<file path="src/rtl/codec_cfg_pkg.sv">
// Shared state encodings and the WM8731 power-up register table for codec_cfg_sequencer.
package codec_cfg_pkg;

  localparam logic [6:0]  DEV_ADDR_DEFAULT = 7'h1A;
  localparam int unsigned INIT_LEN         = 11;

  typedef enum logic [2:0] {
    BW_IDLE, BW_START, BW_BIT, BW_ACK, BW_STOP, BW_GAP
  } bw_state_t;

  typedef enum logic [2:0] {
    SQ_IDLE, SQ_LOAD, SQ_BYTE, SQ_WAIT, SQ_DONE, SQ_ERR
  } sq_state_t;

  // Each entry is {reg[6:0], data[8:0]}
  localparam logic [15:0] INIT_TABLE [INIT_LEN] = '{
    {7'd15, 9'h000}, {7'd0, 9'h017}, {7'd1, 9'h017}, {7'd2, 9'h079},
    {7'd3,  9'h079}, {7'd4, 9'h012}, {7'd5, 9'h000}, {7'd6, 9'h000},
    {7'd7,  9'h002}, {7'd8, 9'h000}, {7'd9, 9'h001}
  };

endpackage

</file>
<file path="src/rtl/i2c_byte_writer.sv">
// One I2C byte with optional START before and STOP+GAP after; owns the quarter tick.
// I2C_CLK_STRETCH_EN adds sclk_in and holds the high quarters until SCL reads high.
module i2c_byte_writer
  import codec_cfg_pkg::*;
#(
  parameter int unsigned CLK_DIV      = 333,
  parameter int unsigned GAP_QUARTERS = 8
) (
  input  logic       clk,
  input  logic       rst_n,
  input  logic       go,
  input  logic [7:0] byte_in,
  input  logic       first,
  input  logic       last,
  input  logic       sdat_in,
`ifdef I2C_CLK_STRETCH_EN
  input  logic       sclk_in,
`endif
  output logic       sclk,
  output logic       sdat_oe,
  output logic       done,
  output logic       nack
);

  localparam int unsigned CW = (CLK_DIV > 1) ? $clog2(CLK_DIV) : 1;
  localparam int unsigned GW = (GAP_QUARTERS > 1) ? $clog2(GAP_QUARTERS) : 1;
  localparam logic [CW-1:0] CNT_MAX = CW'(CLK_DIV - 1);
  localparam logic [GW-1:0] GAP_MAX = GW'(GAP_QUARTERS - 1);

  bw_state_t     state, state_nx;
  logic [1:0]    q, q_nx;
  logic [CW-1:0] cnt;
  logic [GW-1:0] gap_cnt;
  logic [2:0]    bit_cnt;
  logic [7:0]    shreg;
  logic          stop_r, nack_r, hold, tick;

`ifdef I2C_CLK_STRETCH_EN
  assign hold = ((state == BW_BIT) || (state == BW_ACK)) && q[1] && !sclk_in;
`else
  assign hold = 1'b0;
`endif
  assign tick = (cnt == CNT_MAX) && !hold;
  assign nack = nack_r;

  always_ff @(posedge clk) begin
    if (!rst_n) begin
      state   <= BW_IDLE;
      q       <= '0;
      cnt     <= '0;
      gap_cnt <= '0;
      bit_cnt <= '0;
      shreg   <= '0;
      stop_r  <= 1'b0;
      nack_r  <= 1'b0;
    end else begin
      state <= state_nx;
      q     <= q_nx;
      if ((state == BW_IDLE) && go) cnt <= '0;
      else if (!hold)               cnt <= (cnt == CNT_MAX) ? '0 : cnt + 1'b1;
      if ((state == BW_IDLE) && go) begin
        shreg   <= byte_in;
        stop_r  <= last;
        nack_r  <= 1'b0;
        bit_cnt <= 3'd7;
      end
      if (tick) begin
        case (state)
          BW_BIT:  if (q == 2'd3) begin
                     shreg   <= {shreg[6:0], 1'b0};
                     bit_cnt <= bit_cnt - 3'd1;
                   end
          BW_ACK:  if (q == 2'd2) nack_r <= sdat_in;
          BW_STOP: gap_cnt <= '0;
          BW_GAP:  gap_cnt <= gap_cnt + 1'b1;
          default: ;
        endcase
      end
    end
  end

  always_comb begin
    state_nx = state;
    q_nx     = q;
    case (state)
      BW_IDLE:  if (go) begin
                  state_nx = first ? BW_START : BW_BIT;
                  q_nx     = '0;
                end
      BW_START: if (tick) begin
                  q_nx = q + 2'd1;
                  if (q == 2'd1) begin state_nx = BW_BIT; q_nx = '0; end
                end
      BW_BIT:   if (tick) begin
                  q_nx = q + 2'd1;
                  if ((q == 2'd3) && (bit_cnt == 3'd0)) state_nx = BW_ACK;
                end
      BW_ACK:   if (tick) begin
                  q_nx = q + 2'd1;
                  if (q == 2'd3) state_nx = (nack_r || stop_r) ? BW_STOP : BW_IDLE;
                end
      BW_STOP:  if (tick) begin
                  q_nx = q + 2'd1;
                  if (q == 2'd2) begin state_nx = BW_GAP; q_nx = '0; end
                end
      BW_GAP:   if (tick && (gap_cnt == GAP_MAX)) state_nx = BW_IDLE;
      default:  state_nx = BW_IDLE;
    endcase
  end

  always_comb begin
    sclk    = 1'b1;
    sdat_oe = 1'b0;
    case (state)
      BW_START: begin sclk = (q == 2'd0); sdat_oe = 1'b1; end
      BW_BIT:   begin sclk = q[1]; sdat_oe = ~shreg[7]; end
      BW_ACK:   sclk = q[1];
      BW_STOP:  begin sclk = (q != 2'd0); sdat_oe = (q != 2'd2); end
      default:  ;
    endcase
    // A NACK or final byte finishes after STOP+GAP; otherwise right after the ACK slot
    done = tick && (((state == BW_ACK) && (q == 2'd3) && !nack_r && !stop_r) ||
                    ((state == BW_GAP) && (gap_cnt == GAP_MAX)));
  end

endmodule

</file>
<file path="src/rtl/codec_cfg_sequencer.sv">
// WM8731 configuration sequencer: init table replay, retry, and runtime write arbitration.
// I2C_CLK_STRETCH_EN adds i2c_sclk_in and makes i2c_sclk an open-drain release enable.
module codec_cfg_sequencer
  import codec_cfg_pkg::*;
#(
  parameter int unsigned CLK_DIV      = 333,
  parameter logic [6:0]  DEV_ADDR     = DEV_ADDR_DEFAULT,
  parameter int unsigned MAX_RETRY    = 3,
  parameter int unsigned GAP_QUARTERS = 8
) (
  input  logic       clk,
  input  logic       rst_n,
  input  logic       start,
  input  logic       cfg_req,
  input  logic [6:0] cfg_reg,
  input  logic [8:0] cfg_data,
  output logic       cfg_ack,
  output logic       i2c_sclk,
  input  logic       i2c_sdat_in,
`ifdef I2C_CLK_STRETCH_EN
  input  logic       i2c_sclk_in,
`endif
  output logic       i2c_sdat_oe,
  output logic       busy,
  output logic       init_done,
  output logic       error
);

  localparam int unsigned RW = $clog2(MAX_RETRY + 1);

  sq_state_t     state, state_nx;
  logic [3:0]    idx;
  logic [1:0]    byte_cnt;
  logic [RW-1:0] attempt, attempt_inc;
  logic [6:0]    cur_reg;
  logic [8:0]    cur_data;
  logic          runtime, table_pend;
  logic          accept, last_entry, exhausted;
  logic          wr_go, wr_first, wr_last, wr_done, wr_nack;
  logic [7:0]    wr_byte;

  assign accept      = (state == SQ_IDLE) && !table_pend && cfg_req && init_done;
  assign last_entry  = (idx == 4'(INIT_LEN - 1));
  assign attempt_inc = attempt + 1'b1;
  assign exhausted   = (attempt_inc == RW'(MAX_RETRY));

  always_ff @(posedge clk) begin
    if (!rst_n) begin
      state      <= SQ_IDLE;
      idx        <= '0;
      byte_cnt   <= '0;
      attempt    <= '0;
      cur_reg    <= '0;
      cur_data   <= '0;
      runtime    <= 1'b0;
      table_pend <= 1'b1;
      init_done  <= 1'b0;
      error      <= 1'b0;
    end else begin
      state <= state_nx;
      case (state)
        SQ_IDLE: if (table_pend) begin
                   table_pend <= 1'b0;
                   idx        <= '0;
                   runtime    <= 1'b0;
                   init_done  <= 1'b0;
                   error      <= 1'b0;
                 end else if (accept) begin
                   cur_reg  <= cfg_reg;
                   cur_data <= cfg_data;
                   runtime  <= 1'b1;
                   byte_cnt <= '0;
                   attempt  <= '0;
                 end
        SQ_LOAD: begin
                   {cur_reg, cur_data} <= INIT_TABLE[idx];
                   byte_cnt            <= '0;
                   attempt             <= '0;
                 end
        SQ_WAIT: if (wr_done) begin
                   if (wr_nack) begin
                     attempt  <= attempt_inc;
                     byte_cnt <= '0;
                     if (exhausted) error <= 1'b1;
                   end else if (byte_cnt != 2'd2) begin
                     byte_cnt <= byte_cnt + 2'd1;
                   end else if (!runtime && !table_pend) begin
                     if (last_entry) init_done <= 1'b1;
                     else            idx       <= idx + 4'd1;
                   end
                 end
        default: ;
      endcase
      // Placed last so a start landing on the servicing cycle is not lost
      if (start) table_pend <= 1'b1;
    end
  end

  always_comb begin
    state_nx = state;
    case (state)
      SQ_IDLE: if (table_pend) state_nx = SQ_LOAD;
               else if (accept) state_nx = SQ_BYTE;
      SQ_LOAD: state_nx = SQ_BYTE;
      SQ_BYTE: state_nx = SQ_WAIT;
      SQ_WAIT: if (wr_done) begin
                 if (wr_nack)                                 state_nx = exhausted ? SQ_ERR : SQ_BYTE;
                 else if (byte_cnt != 2'd2)                   state_nx = SQ_BYTE;
                 else if (runtime || table_pend || last_entry) state_nx = SQ_DONE;
                 else                                         state_nx = SQ_LOAD;
               end
      SQ_DONE: state_nx = SQ_IDLE;
      SQ_ERR:  state_nx = SQ_IDLE;
      default: state_nx = SQ_IDLE;
    endcase
  end

  always_comb begin
    busy     = (state != SQ_IDLE);
    cfg_ack  = accept;
    wr_go    = (state == SQ_BYTE);
    wr_first = (byte_cnt == 2'd0);
    wr_last  = (byte_cnt == 2'd2);
    case (byte_cnt)
      2'd0:    wr_byte = {DEV_ADDR, 1'b0};
      2'd1:    wr_byte = {cur_reg, cur_data[8]};
      default: wr_byte = cur_data[7:0];
    endcase
  end

  i2c_byte_writer #(
    .CLK_DIV      (CLK_DIV),
    .GAP_QUARTERS (GAP_QUARTERS)
  ) u_writer (
    .clk     (clk),
    .rst_n   (rst_n),
    .go      (wr_go),
    .byte_in (wr_byte),
    .first   (wr_first),
    .last    (wr_last),
    .sdat_in (i2c_sdat_in),
`ifdef I2C_CLK_STRETCH_EN
    .sclk_in (i2c_sclk_in),
`endif
    .sclk    (i2c_sclk),
    .sdat_oe (i2c_sdat_oe),
    .done    (wr_done),
    .nack    (wr_nack)
  );

endmodule

</file>
<file path="config.mk">
export PLATFORM = sky130hd
export DESIGN_NAME = codec_cfg_sequencer
export DESIGN_NICKNAME = d
export VERILOG_FILES = /design/src/rtl/codec_cfg_pkg.sv /design/src/rtl/i2c_byte_writer.sv /design/src/rtl/codec_cfg_sequencer.sv
export SDC_FILE = /design/constraint.sdc
export NUM_CORES = 1
export LEC_CHECK = 0
export BUFFER_PORTS_ARGS = -buffer_cell sky130_fd_sc_hd__buf_2
export CORE_MARGIN = 1.5
export CORE_UTILIZATION = 55
export CTS_BUF_LIST = sky130_fd_sc_hd__clkbuf_4 sky130_fd_sc_hd__clkbuf_8 sky130_fd_sc_hd__clkbuf_16
export DETAILED_ROUTE_END_ITERATION = 8
export PLACE_DENSITY = 0.8
export SETUP_SLACK_MARGIN = 0.05
export SLEW_MARGIN = 20
export SYNTH_ARGS = -nofsm -noshare
export SYNTH_HDL_FRONTEND = slang
export SYNTH_SLANG_ARGS = --single-unit
</file>
<file path="constraint.sdc">
create_clock -name clk -period 2.1 [get_ports clk]
set_clock_uncertainty 0.15 [all_clocks]
set_input_delay 0.21 -clock clk [delete_from_list [all_inputs] [get_ports clk]]
set_output_delay 0.21 -clock clk [all_outputs]
set_load 0.01 [all_outputs]
</file>
==> metrics.cfg <==
[power_and_ir_drop]
p_per_area_nw_per_um2 = 804
power.leakage_nw = 1.67
clock_power_share_pct = 35.4
p_seq_share_pct = 39.1
internal-power_mw = 2.40
p_sw_mw = 1.00
ir_worst_vdd_mv = 0.497
switching_share_pct = 29.5
p_comb_share_pct = 25.5

[critical_path]
cpPeakStageDelay_ns = 0.53
arrival_ns = 2.14
worstSetupStartpointType = flop
path_delay_family = simple AND/OR/NAND/NOR gates
crit_slowest_cell = or4b_1
critPathMaxFanout = 3
end_kind = flop
required_ns = 2.22
critical_path_class = reg -> reg
path_buf_inv = 0
crit_chain = or3b_1, a32oi_1, o22ai_2, or4b_1, a21oi_1

[grt]
met1_usage_pct = 33.7
grt_usage_pct = 27.0
grt_max_degree = 27
met3_usage_pct = 6.26
grt_pass1_vias = 3158
grt_busiest_layer = met2
grt_overflow = 0
grt_use_met2_pct = 43.6
grt_pass1_wl_um = 14000
antenna_found_initial = 0

[die]
die-area_um2 = 6750
die_h_um = 82.2
die_w_um = 82.2
rows = 28
ioPinCount = 27
core_um2 = 5990
start_util_pct = 57.6

[layout]
drive_above_1_share_pct = 22.2
diodes = 0
seq_area_um2 = 1230
design_area_um2 = 4230
areaGrowthSynthToFinish_pct = 22.8
nets = 522
multi_input_area_um2 = 2130
finalNonFillerCells = 561
reg_top3 = cur_data x9, u_writer.cnt x9, u_writer.shreg x8
num-fill-cells = 441

[synthesis]
synth_fa_ha_area_share_pct = 7.26
yosysTopAreaCellShare_pct = 35.4
yosysTopAreaCell = dfxtp_1
synth_compound_area_share_pct = 23.1
synth_edf_count = 0
synthFlopType = dfxtp_1
synth_top_family_by_area = simple AND/OR/NAND/NOR gates
synth_cell_types = 68
syn_nets = 465
synth_seq_cells = 61
synth_area_leaders = dfxtp_1, ha_1, a21oi_1, nand2_1, nor2_1
syn_area_um2 = 3450
ys_seq_area_share_pct = 35.4
yosysMostFrequentCell = dfxtp_1
ys_warn_count = 0
synth_mux_area_share_pct = 0.617
synthArstFlopShare_pct = 0
syn-instance-count = 424
synth_top_cells_by_count = dfxtp_1, nand2_1, nor2_1
yosys.area_share.simple_pct = 26.1
synth_xor_area_share_pct = 2.54
avgSynthCellArea_um2 = 8.13

[sta]
finalSetupTns_ns = 0
finalCritPeriodShare_pct = 96.2
max_freq_mhz = 495
setup_viol = 0
max-slew-margin-rel_pct = 64.3
rsz0062_at_grt = yes
fin_crit_ns = 2.02
tightest_slew_ns = 0.533
hold_viol = 0
maxSlewViolCount = 0

[cts]
cts_max_level = 3
cts_made_buffers = 9
tritoncts = done
clock_latency_ns = 0.34
clockBufferDepth = 2
clkSlewWorstSetupHoldPaths_ns = 0.07
cts_root_buf = clkbuf_8
cts.sink_count = 61

[route]
wl_per_cell_um = 15.4
drt_iter0_markers = 306
via_count = 3431
drc = 0
drt-total-wl_um = 8630
drtAntennaViolNets = 0
viasPerCell = 6.12
dr.pass1.iters = 5

[run]
maxCapViolations = 0

[placement]
post_dp_cell_area_um2 = 3790
hpwlAfterDp_um = 5890
globalplace.congestion = 0.907
port_buffers = 26
post-place-cells = 531

[run_status]
status = finished clean

[hold_path]
min_path_type = in -> reg

[worst paths after layout]
| path | start | endpoint | slack, ns | depth (start not counted) |
|---|---|---|---|---|
| max | state[1]$_SDFFE_PN0P_ | u_writer.state[0]$_SDFFE_PN0P_ | 0.08 | 5 |
| min | cfg_reg[0] | cur_reg[0]$_SDFFE_PN0P_ | 0.03 | 3 |
| max reg2reg | state[1]$_SDFFE_PN0P_ | u_writer.state[0]$_SDFFE_PN0P_ | 0.08 | 5 |
| min reg2reg | u_writer.shreg[2]$_SDFF_PN0_ | u_writer.shreg[3]$_SDFF_PN0_ | 0.30 | 2 |
[cell type report]
cell class	instances	area share [%]
sequential	61	29.0
tap	75	2.22
timing repair buffer	70	11.5
inverter	18	1.60
clock buffer	12	3.75
clock inverter	4	1.65
multi-input combinational	321	50.2
[layout by cell type (no fill, tap or decap), drive strengths merged, types with 7 or more instances in the layout]
cell         netlist  layout
inv               17      17
nor2              42      42
a21oi             39      39
a211oi             9       9
ha                20      20
dfxtp             61      61
o21ai             13      13
a2111oi            7       7
nor2b             10      10
clkbuf            13      12
dlygate4sd3        0      11
xor2               7       7
nor3              15      15
nand2             46      46
buf               11      59
nand3             14      14
[power by group through the flow]
| stage | Combinational (mW) | Clock [mW] | Sequential, mW |
|---|---|---|---|
| 2_1_floorplan | 0.561 | 0 | 1.33 |
| 3_3_place_gp | 0.756 | 0 | 1.35 |
| 3_5_place_dp | 0.782 | 0 | 1.35 |
| 4_1_cts | 0.804 | 1.21 | 1.33 |
| 5_1_grt | 0.959 | 1.26 | 1.34 |
| 6_report | 0.869 | 1.20 | 1.33 |
[logic make-up after synthesis]
| group | Yosys count |
|---|---|
| buffers and inverters | 42 |
| AOI/OAI and AO/OA | 118 |
| muxes | 2 |
| DFF | 61 |
| adders and majority gates | 20 |
| xor gates and xnor gates | 10 |
| and+or+nand+nor | 171 |
[metal layers]
metal / up-vias / wire length (um) / share of wire [%]
met1: 1602 / 3770 / 44
met5: - / 0 / 0
met4: 0 / 297 / 3.4
met2: 144 / 3990 / 46
li1: 1653 / - / -
met3: 32 / 568 / 6.6
[through the flow]
step	hold WS [ns]	util, %	power, mW	worst slack (ns)
after floorplan	0.154	-	1.89	0.185
final	0.0271	70.7	3.40	0.0791
after global routing	0.0574	70.7	3.56	0.0112
after detailed placement	0.250	63.3	2.13	0.0733
after global placement	0.248	63.3	2.10	0.155
after CTS	0.0139	69.1	3.34	0.0540
[what timing repair did]
item	CTS	global route
hold buffers	11	0
buffers inserted	0	3
endpoints found under the hold margin	11	0
setup endpoints to repair	4	16
resized for setup	1	26
cloned	0	0
pin swaps	0	6
[worst min-delay path, delay by kind of cell]
| family | cells | cell delay [ns] |
|---|---|---|
| AO/OA/AOI/OAI | 1 | 0.07 |
| AND/OR/NAND/NOR | 1 | 0.09 |
| buffers and inverters | 1 | 0.10 |
No activity file was read; power rests on OpenSTA's default activity.
